**config.mk**
```make
export PLATFORM = sky130hd
export DESIGN_NAME = mtr_pwm_drv
export DESIGN_NICKNAME = d
export VERILOG_FILES = /design/src/rtl/mtr_pwm_drv.sv
export SDC_FILE = /design/constraint.sdc
export NUM_CORES = 1
export LEC_CHECK = 0
export ABC_CLOCK_PERIOD_IN_PS = 4900
export BUFFER_PORTS_ARGS = -buffer_cell sky130_fd_sc_hd__buf_2
export CORE_AREA = 4 4 69 71
export DETAILED_ROUTE_END_ITERATION = 6
export DIE_AREA = 0 0 73 75
export GPL_TIMING_DRIVEN = 1
export PLACE_DENSITY_LB_ADDON = 0.15
export SLEW_MARGIN = 25
export SYNTH_ARGS = -nofsm -noshare
export SYNTH_HDL_FRONTEND = slang
export SYNTH_SLANG_ARGS = --single-unit
```
**constraint.sdc**
```tcl
create_clock -name clk -period 4.9 [get_ports clk]
set_input_delay 0.49 -clock clk [delete_from_list [all_inputs] [get_ports clk]]
set_output_delay 0.49 -clock clk [all_outputs]
set_load 0.02 [all_outputs]
```
**src/rtl/mtr_pwm_drv.sv**
```systemverilog
// Dual-channel complementary PWM driver: maps signed wheel speed commands to
// high/low-side H-bridge drives with fixed dead time, updating duty only at period wrap.
module mtr_pwm_drv #(
  parameter int NONOVERLAP = 32,
  parameter int DATA_W     = 11
) (
  input  logic                     clk,
  input  logic                     rst_n,
  input  logic signed [DATA_W-1:0] lft_spd,
  input  logic signed [DATA_W-1:0] rght_spd,
  input  logic                     mtr_en,
  output logic                     lft_pwm1,
  output logic                     lft_pwm2,
  output logic                     rght_pwm1,
  output logic                     rght_pwm2,
  output logic                     prd_start
);

  localparam logic [DATA_W-1:0] CNT_MAX  = '1;
  localparam logic [DATA_W-1:0] DUTY_MID = DATA_W'(1) << (DATA_W - 1);
  localparam logic [DATA_W-1:0] NN_CNT   = DATA_W'(NONOVERLAP);
  localparam logic [DATA_W:0]   NN_EXT   = (DATA_W + 1)'(NONOVERLAP);

  // Offset-binary mapping: adding half-scale modulo 2^DATA_W is an MSB flip.
  function automatic logic [DATA_W-1:0] spd_to_duty(input logic signed [DATA_W-1:0] spd);
    return {~spd[DATA_W-1], spd[DATA_W-2:0]};
  endfunction

  logic [DATA_W-1:0]       cnt;
  logic [1:0][DATA_W-1:0]  duty_sh;
  logic [1:0][DATA_W:0]    pwm2_on;
  logic [1:0]              pwm1_q;
  logic [1:0]              pwm2_q;

  // Low-side turn-on point kept one bit wider so an overflow past CNT_MAX never matches.
  always_comb begin
    pwm2_on = '0;
    for (int i = 0; i < 2; i++) begin
      pwm2_on[i] = {1'b0, duty_sh[i]} + NN_EXT;
    end
  end

  always_ff @(posedge clk or negedge rst_n) begin
    if (!rst_n) begin
      cnt     <= '0;
      duty_sh <= {DUTY_MID, DUTY_MID};
      pwm1_q  <= '0;
      pwm2_q  <= '0;
    end else begin
      cnt <= cnt + DATA_W'(1);
      if (cnt == CNT_MAX) begin
        duty_sh[0] <= spd_to_duty(lft_spd);
        duty_sh[1] <= spd_to_duty(rght_spd);
      end
      for (int i = 0; i < 2; i++) begin
        if (!mtr_en) begin
          pwm1_q[i] <= 1'b0;
          pwm2_q[i] <= 1'b0;
        end else begin
          if (cnt >= duty_sh[i]) begin
            pwm1_q[i] <= 1'b0;
          end else if (cnt == NN_CNT) begin
            pwm1_q[i] <= 1'b1;
          end
          if (cnt == CNT_MAX) begin
            pwm2_q[i] <= 1'b0;
          end else if ({1'b0, cnt} == pwm2_on[i]) begin
            pwm2_q[i] <= 1'b1;
          end
        end
      end
    end
  end

  assign lft_pwm1  = pwm1_q[0];
  assign lft_pwm2  = pwm2_q[0];
  assign rght_pwm1 = pwm1_q[1];
  assign rght_pwm2 = pwm2_q[1];
  assign prd_start = (cnt == '0);

endmodule

```
==> run metrics <==
most crowded layer after global routing met2; syn nets between 200 and 300; r2r startpoint cnt[1]; Area Overhead vs Synth 10.2%; final count of pins violating max slew 0; clk_lat worst skew around 0.28 ns; min Tclk post-route 2.06 ns; CTS tree built; P per Cell Area between 200 and 250 nW/um2; setup TNS 0 ns; dominant synthesized flop cell dfrtp_1; CP Max Fanout 12; Final setup viols 0; CTS H-tree depth 2; met1 Resource Use GR 0.247; post-DR wirelength/cell roughly 15 um; grt met2 use 0.311; Synth top area share 0.362; highest clock rate roughly 500 MHz; Hold Vio Cnt, Final 0; CORE AREA between 4000 and 5000 um2; Mapped Avg Cell Area 10.6 um2; drt first pass iters 4; clock slew at reported path FFs roughly 0.070 ns; CP top delay family simple AND/OR/NAND/NOR gates; die area around 5500 um2; Post-synth EDFFs 0; largest net degree at the start of global routing 38; die height 75 um; post-CTS setup buffer count 0; max-cap violation count 0; Seq. cell area around 930 um2; fraction of layout cells with a size suffix above 1 0.233; worst endpoint required time 4.41 ns; top post-synthesis cells by area dfrtp_1 36%, ha_1 13%, mux2_4 9.3%; Worst Clk Skew 0.00551 ns; WS Path Type reg2out; vias in the first global route around 1.7k; HP Class in2async; final layout net count between 300 and 400; CP endpoint kind output port; ANT cells 0; # IOs 30; synthesis-stage register bit count 37; cell count after placement approximately 300; Synth Instances roughly 230; most common cell after layout, fill and taps aside dfrtp_1; Rel. slew slack 0.459; GPL Wtd Cong around 0.8; Ys Warns 0; met3 GRT Util 0.0427; Netlist Area Pre-Place about 2400 um2; worst-margin pin slew approximately 0.81 ns; first-pass GRT wire length 7.89 mm; crit-path max cell delay between 0.5 and 0.6 ns; Synth area leader dfrtp_1; Via density approximately 5.5; port buffer count 29; number of fill cells 363; CP startpoint kind flop; Hold Buf Count CTS 0; Initial Utilization 0.572; most frequent cells in the layout 35 x dfrtp_1, 29 x inv_1, 29 x buf_2, 26 x ha_1, 17 x nand3_1; row count 24; Multi-input gate area approximately 1300 um2; RSZ-0062 raised after global routing no; register area share after synthesis 0.384; Final period util 0.420; CTS root buf clkbuf_8; Residual DRC 0; WP buf/inv 1; Critical Path Start cnt[7]; GR Util All Layers 0.191; Cell Chain, Critical Path nor4_1, nand4b_1, nor2_1, buf_2; # resized after CTS 0; Unique masters post-synth 39; gr ovfl total 0; routed wire length between 4 and 5 mm; Post-synth ARST share 1.00; Slowest-stage cell, CP dfrtp_1; Lkg Pwr approximately 1.4 nW; TritonCTS Buffers 5; DR iter-0 viols 100; crit path DAT 1.57 ns; clock sinks 37; DR vias about 1.7k; Peak VDD IR about 0.17 mV; chip width about 73 um; hpwl dp 3.52 mm; DRT antenna net count 0; initial antenna violation count 0; Max clock buf depth 2; status completed; fin cells between 300 and 400
==> routing by layer <==
layer,part of all wire,vias up
met5,0,-
met4,0.017,0
met3,0.037,8
met2,0.47,32
met1,0.47,796
li1,-,858
==> path summary, 6_finish.rpt <==
kind                               end  slack, ns  depth (start not counted)
setup / recovery             prd_start       2.84                          4
hold / removal                  cnt[5]       0.30                          1
setup reg to reg           duty_sh[16]       2.84                          4
hold reg to reg              pwm2_q[0]       0.51                          2
max in group asynchronous  duty_sh[14]       4.09                          1
min in group clk           duty_sh[21]       0.34                          2
==> final cells by class <==
type,count,area share
Timing Repair Buffer,29,0.0544
Inverter,29,0.0408
Sequential cell,37,0.348
Tap cell,52,0.0244
Multi-Input combinational cell,155,0.499
Clock buffer,8,0.0338
==> worst reg2reg max path: stages, from the launching register on <==
cell and delay, ns:
dfrtp_1 0.44, ha_1 0.23, and3_1 0.29, nand4_4 0.49, mux2_4 0.50
==> per-stage QoR <==
| step | area (um2) | hold WS (ns) | util | setup slack (ns) | power (W) |
|---|---|---|---|---|---|
| after floorplan | 2420 | 0.194 | - | 3.17 | 0.000370 |
| after global placement | 2580 | 0.489 | 0.609 | 2.87 | 0.000395 |
| after detailed placement | 2580 | 0.495 | 0.609 | 2.82 | 0.000396 |
| after CTS | 2670 | 0.324 | 0.630 | 2.80 | 0.000613 |
| after global routing | 2670 | 0.336 | 0.630 | 2.69 | 0.000635 |
| final | 2670 | 0.296 | 0.630 | 2.84 | 0.000605 |
==> cells in the mapped netlist (2+ instances only) <==
cell,number
dfrtp_1,35
inv_1,29
ha_1,26
nand3_1,17
mux2_4,15
xnor2_1,14
a21oi_1,10
o21ai_0,9
nand2_1,6
nor3_1,6
xor2_1,6
mux2_2,5
nor2_1,5
a21o_1,4
and3_1,4
nand4b_1,4
buf_2,3
a211oi_1,2
buf_6,2
clkbuf_1,2
dfstp_2,2
mux2i_1,2
nand2b_1,2
nor3b_1,2
o2111ai_1,2
o22ai_1,2
==> registers in the layout, summed over array words and instances (netlist names) <==
name,flops
pwm1_q,2
cnt,11
pwm2_q,2
duty_sh,22
==> where the power goes <==
part           switching, W  internal (W)
clock network      0.000100      0.000115
registers         0.0000107      0.000315
logic             0.0000301     0.0000341
total              0.000141      0.000464
==> logic make-up (layout without fill, tap and decap cells) <==
logic type                 count (synthesis)  after routing  share of synthesized area
and+or+nand+nor                           50             50                      0.119
xor gates and xnor gates                  20             20                     0.0724
adders and majority gates                 26             26                      0.134
DFF                                       37             37                      0.384
muxes                                     22             22                      0.125
buffers and inverters                     37             66                     0.0667
AOI/OAI and AO/OA                         37             37                     0.0988
Note: power is estimated with default switching activity, not from simulation.
